[src/rtl/down_count_timer.sv]
// Loadable synchronous down-counter/timer with terminal-count flag,
// sticky done flag and optional auto-reload from a captured reload value.
module down_count_timer #(
  parameter int WIDTH = 4
) (
  input  logic             clk,
  input  logic             reset,
  input  logic             load,
  input  logic [WIDTH-1:0] load_val,
  input  logic             start,
  input  logic             stop,
  input  logic             auto_reload,
  output logic [WIDTH-1:0] q,
  output logic             busy,
  output logic             tc,
  output logic             done
);

  typedef enum logic [1:0] {
    IDLE = 2'd0,
    RUN  = 2'd1,
    DONE = 2'd2
  } state_t;

  state_t           state_reg, state_next;
  logic [WIDTH-1:0] q_reg, q_next;
  logic [WIDTH-1:0] reload_reg, reload_next;
  logic             busy_reg, busy_next;
  logic             tc_reg, tc_next;
  logic             done_reg, done_next;

  always_ff @(posedge clk) begin
    if (reset) begin
      state_reg  <= IDLE;
      q_reg      <= '0;
      reload_reg <= '0;
      busy_reg   <= 1'b0;
      tc_reg     <= 1'b0;
      done_reg   <= 1'b0;
    end else begin
      state_reg  <= state_next;
      q_reg      <= q_next;
      reload_reg <= reload_next;
      busy_reg   <= busy_next;
      tc_reg     <= tc_next;
      done_reg   <= done_next;
    end
  end

  // tc defaults low: it is only raised on the edge where q steps 1->0 in RUN.
  always_comb begin
    state_next  = state_reg;
    q_next      = q_reg;
    reload_next = reload_reg;
    tc_next     = 1'b0;
    done_next   = done_reg;

    if (load) begin
      q_next      = load_val;
      reload_next = load_val;
      state_next  = IDLE;
      done_next   = 1'b0;
    end else if (stop) begin
      if (state_reg == RUN) begin
        state_next = IDLE;
      end
    end else begin
      case (state_reg)
        IDLE: begin
          if (start) begin
            if (q_reg != '0) begin
              state_next = RUN;
            end else begin
              state_next = DONE;
              done_next  = 1'b1;
            end
          end
        end
        RUN: begin
          if (q_reg != '0) begin
            q_next  = q_reg - WIDTH'(1);
            tc_next = (q_reg == WIDTH'(1));
          end else if (auto_reload && (reload_reg != '0)) begin
            q_next = reload_reg;
          end else begin
            state_next = DONE;
            done_next  = 1'b1;
          end
        end
        DONE: begin
          if (start) begin
            q_next = reload_reg;
            if (reload_reg != '0) begin
              state_next = RUN;
              done_next  = 1'b0;
            end else begin
              done_next = 1'b1;
            end
          end
        end
        default: state_next = IDLE;
      endcase
    end

    busy_next = (state_next == RUN);
  end

  assign q    = q_reg;
  assign busy = busy_reg;
  assign tc   = tc_reg;
  assign done = done_reg;

endmodule

[config.mk]
export PLATFORM = sky130hd
export DESIGN_NAME = down_count_timer
export DESIGN_NICKNAME = d
export VERILOG_FILES = /design/src/rtl/down_count_timer.sv
export SDC_FILE = /design/constraint.sdc
export NUM_CORES = 1
export LEC_CHECK = 0
export CELL_PAD_IN_SITES_DETAIL_PLACEMENT = 0
export CELL_PAD_IN_SITES_GLOBAL_PLACEMENT = 1
export CORE_ASPECT_RATIO = 0.8
export CORE_MARGIN = 2
export CORE_UTILIZATION = 40
export CTS_BUF_LIST = sky130_fd_sc_hd__clkbuf_2 sky130_fd_sc_hd__clkbuf_4 sky130_fd_sc_hd__clkbuf_8
export CTS_CLUSTER_DIAMETER = 100
export DETAILED_ROUTE_END_ITERATION = 6
export PLACE_DENSITY = 0.85
export SKIP_CTS_REPAIR_TIMING = 1
export SKIP_LAST_GASP = 1
export SLEW_MARGIN = 20
export SYNTH_ARGS = -nofsm -noshare
export SYNTH_HDL_FRONTEND = slang
export SYNTH_SLANG_ARGS = --single-unit
[constraint.sdc]
create_clock -name clk -period 5.75 [get_ports clk]
set_input_delay 1.15 -clock clk [delete_from_list [all_inputs] [get_ports clk]]
set_output_delay 1.15 -clock clk [all_outputs]
set_load 0.02 [all_outputs]
==> results of run 1 <==
[cell families (layout without fill, tap and decap cells)]
family / count (synthesis) / in the layout / synth area share
multiplexers: 2 / 2 / 0.0259
AO/OA/AOI/OAI: 25 / 25 / 0.269
AND/OR/NAND/NOR: 38 / 38 / 0.269
adder cells (fa/ha/maj): 2 / 2 / 0.0324
buffers and inverters: 9 / 23 / 0.0453
flip-flops: 13 / 13 / 0.337
XOR/XNOR: 2 / 2 / 0.0227
[power breakdown]
group          total [uW]  internal (uW)  switching [uW]
Sequential            102           94.8            6.78
Combinational        54.2           26.9            27.2
Clock                63.0           31.6            31.4
[cells in the final DEF (no fill, tap or decap), drive strengths merged, types with 4 or more instances in the layout]
cell type	n
clkdlybuf4s50	16
nor3b	4
dfxtp	13
nand2	5
nor2	11
a21oi	5
clkbuf	4
[final timing paths]
| path | start | to | slack [ns] | depth (start not counted) |
|---|---|---|---|---|
| min | done$_SDFFE_PP0P_ | done$_SDFFE_PP0P_ | 0.48 | 2 |
| max | q[2]$_SDFFE_PP0P_ | q[2] | 3.20 | 1 |
| min reg2reg | done$_SDFFE_PP0P_ | done$_SDFFE_PP0P_ | 0.48 | 2 |
| max reg2reg | q[0]$_SDFFE_PP0P_ | q[1]$_SDFFE_PP0P_ | 3.63 | 6 |
[per-layer routing]
layer | share of wire | up-vias
met4 | 0 | 0
met1 | 0.48 | 336
li1 | - | 374
met5 | 0 | -
met3 | 0.064 | 0
met2 | 0.46 | 23
[cell type report]
type | instances | area, um^2
Clock buffer | 4 | 30.0
Fill cell | 185 | 887
Inverter | 3 | 11.3
Multi-Input combinational cell | 69 | 478
Sequential cell | 13 | 260
Tap cell | 24 | 30.0
Timing Repair Buffer | 16 | 160
[through the flow]
stage	instances	total power, uW	worst slack (ns)	util	cell area (um^2)
CTS	129	221	3.19	0.522	970
global placement	125	158	2.99	0.506	940
global route	129	232	3.08	0.522	970
finish	129	219	3.20	0.522	970
floorplan	91	139	3.47	-	773
detailed placement	125	157	2.93	0.506	940
==> out/qor.yml, run 1 <==
status: "finished clean"
drtAntennaViolNets: 0
drv_slew: 0
yosys_most_used_dff: "dfxtp_1"
syn_inst: 91
place.gp.congestion: 0.755
tns_ns: 0
portBuffers: 16
crit_chain: "clkdlybuf4s50_1"
hold_class: "reg2reg"
tightest_slew_ns: 0.554
clock.fmax_mhz: 392
insertion_delay_ns: 0.28
ys_seq_area_frac: 0.337
cap_violations: 0
critPathKind: "reg2out"
synth_top_area_cell: "dfxtp_1"
rsz0062_at_grt: "no"
synthTopCellsByCount: "dfxtp_1 (13), nor2_1 (11), a21oi_1 (5), nand2_1 (5)"
diodes: 0
synth.top_cells.by_area: "dfxtp_1 (34%), nor2_1 (5.3%), nor3b_1 (3.9%), a311oi_1 (3.4%), a21oi_1 (3.2%)"
die_x_um: 53.2
fin_nets: 118
cts_buffers: 3
grt_pass1_vias: 639
grt_max_degree: 16
use_met1: 0.247
grt.met3_usage: 0.0634
maxSlewHeadroom: 0.630
clock_path_buffers: 2
syn_area_per_cell_um2: 8.50
synthDistinctLibCells: 39
pwr_density_cell_mw_per_mm2: 226
rows: 14
htreeDepth: 1
ir_drop_mv: 0.148
start_util: 0.416
yosysMostFrequentCell: "dfxtp_1"
cp_slowest_cell: "clkdlybuf4s50_1"
grt.overflow.total: 0
use_met2: 0.270
crit_arrival_ns: 1.40
grt.total_usage: 0.178
drive_gt1_frac: 0.0667
core-area_mm2: 0.00186
fin_crit_sh: 0.444
finalSetupViolCount: 0
crit_buf_inv: 1
dieArea_mm2: 0.00230
synth_edf_count: 0
wl_per_cell_um: 13.3
vias: 733
synthesis.nets: 103
drt_wl_total_um: 1710
cp.required_ns: 4.60
grt_pass1_wl_um: 2950
finClkSkew_ns: 0.00712
cts_tree: "yes"
cts.sinks: 13
die_h_um: 43.3
worstPathMaxFanout: 7
hold_viol: 0
holdWs_ns: 0.483
antenna_found_initial: 0
p_leak_uw: 0.000349
dr.pass1.iters: 4
viasPerCell: 5.68
worst_setup_path_end_kind: "output pin"
syn_area_um2: 773
ys_warn_count: 0
drcViolationCount: 0
critPathLaunchType: "register"
drt_iter0_markers: 26
syn2layout_area_growth_pct: 25.4
io_pins: 17
root_buffer: "clkbuf_4"
synthArstFlopShare: 0
cp_top_family: "buffers and inverters"
post-dp-hpwl_um: 1260
synth_top_cell_area_share: 0.337
path_clk_slew_ns: 0.09
ys_ff_latch: 13
critPathMaxStageDelay_ns: 0.66
min_period_ns: 2.55
grt-busiest-layer: "met2"
(Power assumes the default switching activity.)
==> run 2: changes to the inputs <==
Settings changed: CORE_UTILIZATION 40 to 34, PLACE_DENSITY 0.85 to 0.77.
Clock period 5.75 ns to 2.1 ns, I/O delays scaled along.
==> run 2 against run 1 <==
Final cell count increased by 7.8%. Routed wire length increased by 15%. Critical path depth increased by 5. Non-clock buffer count increased by 9.
==> out/qor.yml, run 2 (synthesis gave the netlist of run 1 again) <==
status: "finished clean"  # unchanged
drive_gt1_frac: 0.149  # was 0.0667
critPathKind: "reg2reg"  # was reg2out
clock.fmax_mhz: 508
critPathMaxStageDelay_ns: 0.44  # was 0.66 ns
power_frac_seq: 0.425  # was 0.464
power_switching_uw: 202  # was 65.4 uW
fillers: 219  # was 185
cts_tree: "yes"  # unchanged
fin_cells: 139  # was 129
tns_ns: 0  # unchanged
clock_path_buffers: 2  # unchanged
io_pins: 17  # unchanged
portBuffers: 16  # unchanged
fin_crit_sh: 0.938
min_period_ns: 1.97
path_clk_slew_ns: 0.09  # about the same
vias: 792  # was 733
dp_slack_ns: 0.0393  # was 2.93 ns
combPwrFrac: 0.283  # was 0.248
drcViolationCount: 0  # unchanged
critPathLaunchType: "register"  # unchanged
rows: 15  # was 14
final_common_cell: "clkdlybuf4s50_1"  # unchanged
fin_nets: 127  # was 118
maxSlewHeadroom: 0.638  # was 0.630
grt_pass1_wl_um: 3140  # was 2950 um
holdPathEnd: "done$_SDFFE_PP0P_"  # unchanged
cap_violations: 0  # unchanged
syn2layout_area_growth_pct: 35.1  # was 25.4%
start_util: 0.358  # was 0.416
die_h_um: 46.7  # was 43.3 um
multi_input_area_um2: 484  # was 478 um^2
p_leak_uw: 0.000394  # was 0.000349 uW
reg2regPathDepth: 6  # unchanged
insertion_delay_ns: 0.30  # was 0.28 ns
wl_per_cell_um: 14.2  # was 13.3 um
grt_max_degree: 14  # was 16
r2r_slack_ns: 0.13  # was 3.63 ns
grt.overflow.total: 0  # unchanged
grt_pass1_vias: 664  # was 639
dr.pass1.iters: 4  # unchanged
crit_chain: "inv_1, ha_1, or3b_1, o32a_4, or2_4, a311oi_1"  # was clkdlybuf4s50_1
core-area_mm2: 0.00216  # was 0.00186 mm^2
drv_slew: 0  # unchanged
rsz0062_at_grt: "no"  # unchanged
grt.total_usage: 0.167  # was 0.178
hold_viol: 0  # unchanged
hold_class: "reg2reg"  # unchanged
antenna_found_initial: 0  # unchanged
fin_ws_ns: 0.130  # was 3.20 ns
r2r-end: "q[3]$_SDFFE_PP0P_"  # was q[1]$_SDFFE_PP0P_
viasPerCell: 5.70  # was 5.68
finClkSkew_ns: 0.00731  # was 0.00712 ns
layout_common_cells: "clkdlybuf4s50_1 (16), dfxtp_1 (13), nor2_1 (11)"  # unchanged
diodes: 0  # unchanged
holdPathStages: 2  # unchanged
finalSetupViolCount: 0  # unchanged
fin_area_mm2: 0.00104  # was 970 um^2
p_clk_frac: 0.292  # was 0.288
drtAntennaViolNets: 0  # unchanged
dieArea_mm2: 0.00267  # was 0.00230 mm^2
seq_area_um2: 260  # unchanged
placed_cell_area_mm2: 0.00101  # was 940 um^2
cp_slowest_cell: "o32a_4"  # was clkdlybuf4s50_1
worstPathMaxFanout: 6  # was 7
tightest_slew_ns: 0.541  # was 0.554 ns
p_int_uw: 440  # was 153 uW
die_x_um: 57.3  # was 53.2 um
root_buffer: "clkbuf_4"  # unchanged
drt_iter0_markers: 21  # was 26
htreeDepth: 1  # unchanged
ir_drop_mv: 0.291  # was 0.148 mV
cts.sinks: 13  # unchanged
crit-reg2reg-launch: "q[1]$_SDFFE_PP0P_"  # was q[0]$_SDFFE_PP0P_
min_from: "done$_SDFFE_PP0P_"  # unchanged
switching_share: 0.315  # was 0.299
crit_arrival_ns: 2.18  # was 1.40 ns
drt_wl_total_um: 1980  # was 1710 um
post-dp-hpwl_um: 1470  # was 1260 um
cp.required_ns: 2.31  # was 4.60 ns
place.gp.congestion: 0.794  # was 0.755
placed_cells: 135  # was 125
cts_buffers: 3  # unchanged
pwr_density_cell_mw_per_mm2: 615  # was 226 mW/mm^2
worst_setup_path_end_kind: "register"  # was output pin
==> run 2: changes by cell type in the layout (fill, tap and decap cells not counted), sizes merged <==
cell	previous run	this run
buf	0	9
==> run 2: area by class of cell <==
cell class,count,share of cell area
Multi-Input combinational cell,69,0.463
Clock buffer,4,0.0287
Tap cell,25,0.0299
Inverter,3,0.0108
Timing Repair Buffer,25,0.218
Sequential cell,13,0.249
==> run 2: worst max path at each step <==
stage                       from                      end  slack, ns  depth (start not counted)
2_1_floorplan  q[0]$_SDFFE_PP0P_        q[1]$_SDFFE_PP0P_       0.05                          7
3_3_place_gp                stop  state_reg[1]$_SDFF_PP0_       0.04                          5
3_5_place_dp                stop  state_reg[1]$_SDFF_PP0_       0.04                          5
4_1_cts        q[1]$_SDFFE_PP0P_  state_reg[1]$_SDFF_PP0_       0.14                          6
5_1_grt        q[1]$_SDFFE_PP0P_        q[3]$_SDFFE_PP0P_       0.04                          6
6_report       q[1]$_SDFFE_PP0P_        q[3]$_SDFFE_PP0P_       0.13                          6
==> run 2: power groups by stage <==
stage | Combinational (uW) | Clock (uW) | Sequential [uW]
after floorplan | 92.8 | 0 | 287
after global placement | 179 | 0 | 279
after detailed placement | 178 | 0 | 279
after CTS | 179 | 191 | 273
after global routing | 200 | 198 | 275
final | 182 | 188 | 273
==> run 2: routing by layer <==
| layer | GRT usage | share of wire | vias up |
|---|---|---|---|
| met5 | 0 | 0 | - |
| met4 | 0.0977 | 0.021 | 0 |
| met3 | 0.0506 | 0.054 | 4 |
| li1 | - | - | 395 |
| met2 | 0.239 | 0.43 | 25 |
| met1 | 0.222 | 0.50 | 368 |
==> run 2: critical path: cells and delay by family (launching register included) <==
family          cells  cell delay [ns]
flops               1             0.32
compound gates      2             0.64
buf+inv             1             0.08
simple gates        2             0.68
fa+ha+maj           1             0.16
==> run 2: through the flow <==
step / utilization / total power (uW) / hold WS (ns)
after floorplan: - / 380 / 0.469
after global placement: 0.467 / 458 / 0.465
after detailed placement: 0.467 / 457 / 0.476
after CTS: 0.481 / 644 / 0.489
after global routing: 0.484 / 673 / 0.506
final: 0.484 / 643 / 0.483
==> run 3: changes to the inputs <==
Settings changed: CTS_CLUSTER_SIZE set to 25.
==> results of run 3 <==
The final DEF is identical to that of run 2; final timing and power are the same.
